--- src/rtl/cnt_pkg.sv ---
// +----------------------------------------------------------------------------+
// | cnt_pkg                                                                    |
// | Shared enums and default widths for the parametrised counter / clkdiv.     |
// | Revision: 1.0                                                              |
// +----------------------------------------------------------------------------+
`default_nettype none

package cnt_pkg;

   typedef enum logic {
      DN = 1'b0,
      UP = 1'b1
   } cnt_dir_e;

   typedef enum logic {
      WRAP = 1'b0,
      SAT  = 1'b1
   } cnt_mode_e;

   localparam int CNT_WIDTH_DEF     = 2;
   localparam int CNT_DIV_WIDTH_DEF = 8;

endpackage : cnt_pkg

`default_nettype wire

--- src/rtl/param_counter_clkdiv_if.sv ---
// +----------------------------------------------------------------------------+
// | param_counter_clkdiv_if                                                    |
// | Control and status bundle between the counter and its consumers.           |
// | Revision: 1.0                                                              |
// +----------------------------------------------------------------------------+
`default_nettype none

interface param_counter_clkdiv_if
   import cnt_pkg::*;
#(
   parameter int WIDTH     = CNT_WIDTH_DEF,
   parameter int DIV_WIDTH = CNT_DIV_WIDTH_DEF
);

   logic                 en;
   logic [DIV_WIDTH-1:0] div;
   logic                 dir;
   logic                 sat;
   logic                 load;
   logic [WIDTH-1:0]     load_val;
   logic [WIDTH-1:0]     count;
   logic                 tick;
   logic                 tc;
   logic                 div_out;

   modport master (
      output en,
      output div,
      output dir,
      output sat,
      output load,
      output load_val,
      input  count,
      input  tick,
      input  tc,
      input  div_out
   );

   modport slave (
      input  en,
      input  div,
      input  dir,
      input  sat,
      input  load,
      input  load_val,
      output count,
      output tick,
      output tc,
      output div_out
   );

endinterface : param_counter_clkdiv_if

`default_nettype wire

--- src/rtl/param_counter_clkdiv_prescaler.sv ---
// +----------------------------------------------------------------------------+
// | clk_prescaler                                                              |
// | Programmable clock-enable prescaler: step every div+1 enabled cycles.      |
// | Revision: 1.0                                                              |
// +----------------------------------------------------------------------------+
`default_nettype none

module clk_prescaler
   import cnt_pkg::*;
#(
   parameter int DIV_WIDTH = CNT_DIV_WIDTH_DEF
) (
   input  wire logic                 clk,
   input  wire logic                 rst,
   input  wire logic                 en,
   input  wire logic [DIV_WIDTH-1:0] div,
   input  wire logic                 clr,
   output logic                      step
);

   logic [DIV_WIDTH-1:0] r_psc;

   // >= rather than == so a shrinking div fires at once instead of running to wrap.
   assign step = en && (r_psc >= div);

   always_ff @(posedge clk or negedge rst) begin
      if (!rst) begin
         r_psc <= '0;
      end else if (clr) begin
         r_psc <= '0;
      end else if (step) begin
         r_psc <= '0;
      end else if (en) begin
         r_psc <= r_psc + DIV_WIDTH'(1);
      end
   end

endmodule : clk_prescaler

`default_nettype wire

--- src/rtl/param_counter_clkdiv.sv ---
// +----------------------------------------------------------------------------+
// | param_counter_clkdiv                                                       |
// | Up/down wrap/saturate counter stepped by a programmable prescaler, with    |
// | tick, terminal-count and divided-clock outputs.                            |
// | Optional feature macro: CNT_LOAD_EN (synchronous load of load_val).        |
// | Revision: 1.0                                                              |
// +----------------------------------------------------------------------------+
`default_nettype none

module param_counter_clkdiv
   import cnt_pkg::*;
#(
   parameter int WIDTH     = CNT_WIDTH_DEF,
   parameter int DIV_WIDTH = CNT_DIV_WIDTH_DEF
) (
   input  wire logic              clk,
   input  wire logic              rst,
   param_counter_clkdiv_if.slave  bus
);

   localparam logic [WIDTH-1:0] c_max = '1;

   logic             w_step;
   logic             w_load_hit;
   logic             w_up;
   logic             w_sat;
   logic [WIDTH-1:0] w_term;
   logic             w_at_term;
   logic [WIDTH-1:0] w_next_count;

   logic [WIDTH-1:0] r_count;
   logic             r_tick;
   logic             r_tc;
   logic             r_div_out;

`ifdef CNT_LOAD_EN
   assign w_load_hit = bus.load;
`else
   // Load pins stay on the interface but are deliberately left unconnected.
   logic w_unused_load;
   assign w_unused_load = ^{bus.load, bus.load_val};
   assign w_load_hit    = 1'b0;
`endif

   clk_prescaler #(
      .DIV_WIDTH (DIV_WIDTH)
   ) u_prescaler (
      .clk  (clk),
      .rst  (rst),
      .en   (bus.en),
      .div  (bus.div),
      .clr  (w_load_hit),
      .step (w_step)
   );

   always_comb begin
      w_up         = (cnt_dir_e'(bus.dir) == UP);
      w_sat        = (cnt_mode_e'(bus.sat) == SAT);
      w_term       = w_up ? c_max : '0;
      w_at_term    = (r_count == w_term);
      w_next_count = r_count;
      if (w_at_term) begin
         // At the limit: saturate blocks the step, wrap jumps to the far end.
         if (!w_sat) begin
            w_next_count = w_up ? '0 : c_max;
         end
      end else if (w_up) begin
         w_next_count = r_count + WIDTH'(1);
      end else begin
         w_next_count = r_count - WIDTH'(1);
      end
   end

   always_ff @(posedge clk or negedge rst) begin
      if (!rst) begin
         r_count   <= '0;
         r_tick    <= 1'b0;
         r_tc      <= 1'b0;
         r_div_out <= 1'b0;
      end else if (w_load_hit) begin
         // Load wins over a coincident step; div_out keeps its phase.
         r_count <= bus.load_val;
         r_tick  <= 1'b0;
         r_tc    <= 1'b0;
      end else begin
         r_tick <= w_step;
         r_tc   <= w_step && w_at_term;
         if (w_step) begin
            r_count   <= w_next_count;
            r_div_out <= ~r_div_out;
         end
      end
   end

   assign bus.count   = r_count;
   assign bus.tick    = r_tick;
   assign bus.tc      = r_tc;
   assign bus.div_out = r_div_out;

endmodule : param_counter_clkdiv

`default_nettype wire

--- src/flat_wrapper.sv ---
// flat-port wrapper written by rule: the top's interface ports become plain ports
module param_counter_clkdiv_flat import cnt_pkg::*;
#(
   parameter int WIDTH     = CNT_WIDTH_DEF,
   parameter int DIV_WIDTH = CNT_DIV_WIDTH_DEF
)
  (clk, rst, bus_en, bus_div, bus_dir, bus_sat, bus_load, bus_load_val, bus_count, bus_tick, bus_tc, bus_div_out);
  param_counter_clkdiv_if #(.WIDTH(WIDTH), .DIV_WIDTH(DIV_WIDTH)) bus_i ();
  input  wire logic clk;
  input  wire logic rst;
  input wire logic [$bits(bus_i.en)-1:0] bus_en;
  input wire logic [$bits(bus_i.div)-1:0] bus_div;
  input wire logic [$bits(bus_i.dir)-1:0] bus_dir;
  input wire logic [$bits(bus_i.sat)-1:0] bus_sat;
  input wire logic [$bits(bus_i.load)-1:0] bus_load;
  input wire logic [$bits(bus_i.load_val)-1:0] bus_load_val;
  output wire logic [$bits(bus_i.count)-1:0] bus_count;
  output wire logic [$bits(bus_i.tick)-1:0] bus_tick;
  output wire logic [$bits(bus_i.tc)-1:0] bus_tc;
  output wire logic [$bits(bus_i.div_out)-1:0] bus_div_out;
  assign bus_i.en = bus_en;
  assign bus_i.div = bus_div;
  assign bus_i.dir = bus_dir;
  assign bus_i.sat = bus_sat;
  assign bus_i.load = bus_load;
  assign bus_i.load_val = bus_load_val;
  assign bus_count = bus_i.count;
  assign bus_tick = bus_i.tick;
  assign bus_tc = bus_i.tc;
  assign bus_div_out = bus_i.div_out;
  param_counter_clkdiv #(.WIDTH(WIDTH), .DIV_WIDTH(DIV_WIDTH)) u_core (.clk(clk), .rst(rst), .bus(bus_i));
endmodule
--- config.mk ---
export PLATFORM = sky130hd
export DESIGN_NAME = param_counter_clkdiv_flat
export DESIGN_NICKNAME = d
export VERILOG_FILES = /design/src/rtl/cnt_pkg.sv /design/src/rtl/param_counter_clkdiv_if.sv /design/src/rtl/param_counter_clkdiv_prescaler.sv /design/src/rtl/param_counter_clkdiv.sv /design/src/flat_wrapper.sv
export SDC_FILE = /design/constraint.sdc
export NUM_CORES = 1
export LEC_CHECK = 0
export BUFFER_PORTS_ARGS = -buffer_cell sky130_fd_sc_hd__buf_2
export CORE_MARGIN = 3
export CORE_UTILIZATION = 35
export CTS_BUF_LIST = sky130_fd_sc_hd__clkbuf_8
export DETAILED_ROUTE_END_ITERATION = 16
export HOLD_SLACK_MARGIN = 0.15
export MAX_ROUTING_LAYER = met4
export PLACE_DENSITY = 0.62
export SYNTH_ARGS = -nofsm -noshare
export SYNTH_HDL_FRONTEND = slang
export SYNTH_SLANG_ARGS = --single-unit
--- constraint.sdc ---
create_clock -name clk -period 1.8 [get_ports clk]
set_input_delay 0.36 -clock clk [delete_from_list [all_inputs] [get_ports clk]]
set_output_delay 0.36 -clock clk [all_outputs]
set_load 0.02 [all_outputs]
==> impl_metrics.ini <==
[cells_and_area]
final_cell_mix = 17 x buf_2, 13 x dfrtp_1, 12 x buf_4
n_antenna_cell = 0
mostFrequentLayoutCell = buf_2
fin_cells = 153
drive_gt1_share_pct = 40.0
layout-area-overhead-vs-synth_pct = 40.7
nets = 151

[routing]
dr.pass1.iters = 4
drt-initial-drc-count = 7
vias = 749
drt-total-wl_mm = 1.80
avgViaCountPerCell = 4.90
drc = 0
drtAntennaViolNets = 0
avgRoutedWirePerCell_um = 11.8

[worst_setup_path]
crit_path_end_kind = register
r2r_slack_ns = -0.14
crit_path_start_kind = register
reg2reg_depth = 8
required_ns = 1.97
r2r_end = u_core.u_prescaler.r_psc[1]
cp_max_fo = 4
r2r_start = u_core.u_prescaler.r_psc[0]
worstSetupPathType = register to register
critical_path_arrival_ns = 2.11

[clock_tree]
cts-root-buf = clkbuf_8
htree_levels = 1
worstSkewPairLatency_ns = 0.24
clk_pin_slew_worst_paths_ns = 0.06
clockBufferDepth = 2
numCtsBuffers = 3
cts_tree = yes
cts.sinks = 13

[sta]
slew_headroom_pct = 66.2
slew_viol_final = 0
fin_crit_ns = 1.94
finalSetupViolations = 8
hold_slack_ns = 0.415
setup_ws_ns = -0.138
fmax_mhz = 516
fin_worst_skew_ns = 0.000450
setup-tns-final_ns = -0.847
rsz0062_at_grt = yes
period_share_pct = 108
final_hold_viol_count = 0
tightest_slew_ns = 0.502

[placed_design]
port_buffers = 17
dp_hpwl_mm = 1.37
post-place-cells = 145
finalWeightedCongestion = 0.799

[outcome]
violations = negative setup slack
outcome = finished, violations left

[die]
die_x_um = 55.3
num_rows = 17
die_h_um = 55.3
core_sq_mm = 0.00225
dieArea_sq_mm = 0.00306
initial_core_util_pct = 37.7
io_pins = 21

[power_and_ir_drop]
cellPowerDensity_mw_per_mm2 = 1230
irDropWorstVdd_mv = 0.699
power_leakage_nw = 0.589

[logic_synthesis]
ys_ff_latch = 13
synth.avg_cell_area_sq_um = 9.35
ys_seq_area_share_pct = 38.2
yosysWarnings = 0
synth_cell_types = 26
syn-num-nets = 116
syn_area_sq_um = 851
synth_cells = 91

[grt]
grt_pass1_wl_mm = 3.21
grt_use_total_pct = 13.2
grt_max_degree = 14
grt_remaining_overflow = 0
grt_pass1_vias = 740
antenna_found_initial = 0

[flow_run]
drv_cap = 0

[min_path]
min_from = bus_sat
holdPathStages = 3
hold-path-endpoint = u_core.bus.count[0]
min_path_type = input port to register
area by class of cell:
cell class              count  area (sq um)
clock buffers               3          41.3
clock inverters             1          5.00
fillers                   227          1060
inverters                  11          41.3
multi-input cells          66           553
flip-flops and latches     13           325
well taps                  28          35.0
repair buffers             31           196
metal layers:
metal / GRT usage (%) / vias to the layer above / part of all wire [%] / wire length [um]
li1: - / 389 / - / -
met1: 17.8 / 333 / 47 / 846
met2: 20.1 / 20 / 45 / 805
met3: 1.64 / 7 / 5.1 / 92
met4: 5.21 / 0 / 3.3 / 59
met5: - / - / 0 / 0
cell usage after synthesis:
master,count,share of area [%]
dfrtp_1,13,38
inv_1,11,4.9
ha_1,9,13
nor2_1,8,3.5
nand2_1,7,3.1
o21ai_0,6,3.5
a21oi_1,5,2.9
nand3_1,4,2.4
o2bb2ai_1,4,4.1
nand2b_1,3,2.2
xnor2_1,3,3.1
a31oi_1,2,1.5
mux2i_1,2,2.4
nor3_1,2,1.2
a2111o_1,1,1.3
a31o_2,1,1.0
a32oi_4,1,3.2
and3_1,1,0.74
buf_2,1,0.59
nand2b_4,1,1.6
nand4_1,1,0.74
nand4b_1,1,1.0
nor4b_1,1,1.0
or2_1,1,0.74
or3_1,1,0.74
xor2_1,1,1.0
critical path, cell delays in order, from the launching register on:
cell and delay (ns):
dfrtp_1 0.38, inv_2 0.08, ha_4 0.19, nand2b_4 0.12
a2111o_1 0.43, a31o_4 0.26, buf_4 0.15, buf_4 0.14
o2bb2ai_2 0.12
registers in the layout (all words and copies together) (netlist names):
register / cells
u_core.bus.count: 2
u_core.bus.div_out: 1
u_core.bus.tick: 1
u_core.u_prescaler.r_psc: 8
u_core.bus.tc: 1
through the flow:
step	setup slack, ns	area [sq um]	power, mW	utilization [%]
after global routing	-0.220	1200	1.59	53.1
after detailed placement	-0.213	1060	1.11	47.1
after floorplan	-0.0738	872	0.866	-
after global placement	-0.165	1060	1.08	47.1
after CTS	-0.138	1150	1.41	50.9
final	-0.138	1200	1.47	53.1
worst max-delay path by stage:
stage | from | to | slack, ns | cells past startpoint
CTS | u_core.u_prescaler.r_psc[0] | u_core.u_prescaler.r_psc[0] | -0.14 | 7
finish | u_core.u_prescaler.r_psc[0] | u_core.u_prescaler.r_psc[1] | -0.14 | 8
floorplan | u_core.u_prescaler.r_psc[0] | u_core.u_prescaler.r_psc[2] | -0.07 | 7
global placement | bus_div[0] | u_core.u_prescaler.r_psc[2] | -0.16 | 7
global route | u_core.u_prescaler.r_psc[0] | u_core.u_prescaler.r_psc[0] | -0.22 | 7
detailed placement | bus_div[0] | u_core.u_prescaler.r_psc[0] | -0.21 | 7
report_power, final:
part	internal, mW	switching [mW]	total (mW)
clock	0.153	0.108	0.261
combinational	0.374	0.349	0.722
sequential	0.385	0.0979	0.483
logic make-up (layout without fill, tap and decap cells):
family,count (synthesis),after routing,synth area share (%)
buffers and inverters,12,46,5.44
adder cells (fa/ha/maj),9,9,13.2
flip-flops,13,13,38.2
XOR/XNOR,4,4,4.12
multiplexers,2,2,2.35
AND/OR/NAND/NOR,31,31,19.0
AO/OA/AOI/OAI,20,20,17.6
timing repair:
item / in CTS / in global routing
pin swaps: 0 / 3
setup endpoints to repair: 9 / 12
hold buffers: 1 / 0
endpoints found under the hold margin: 13 / 0
resized for setup: 3 / 8
buffers inserted: 2 / 1
Power figures use the tool's default switching activity.
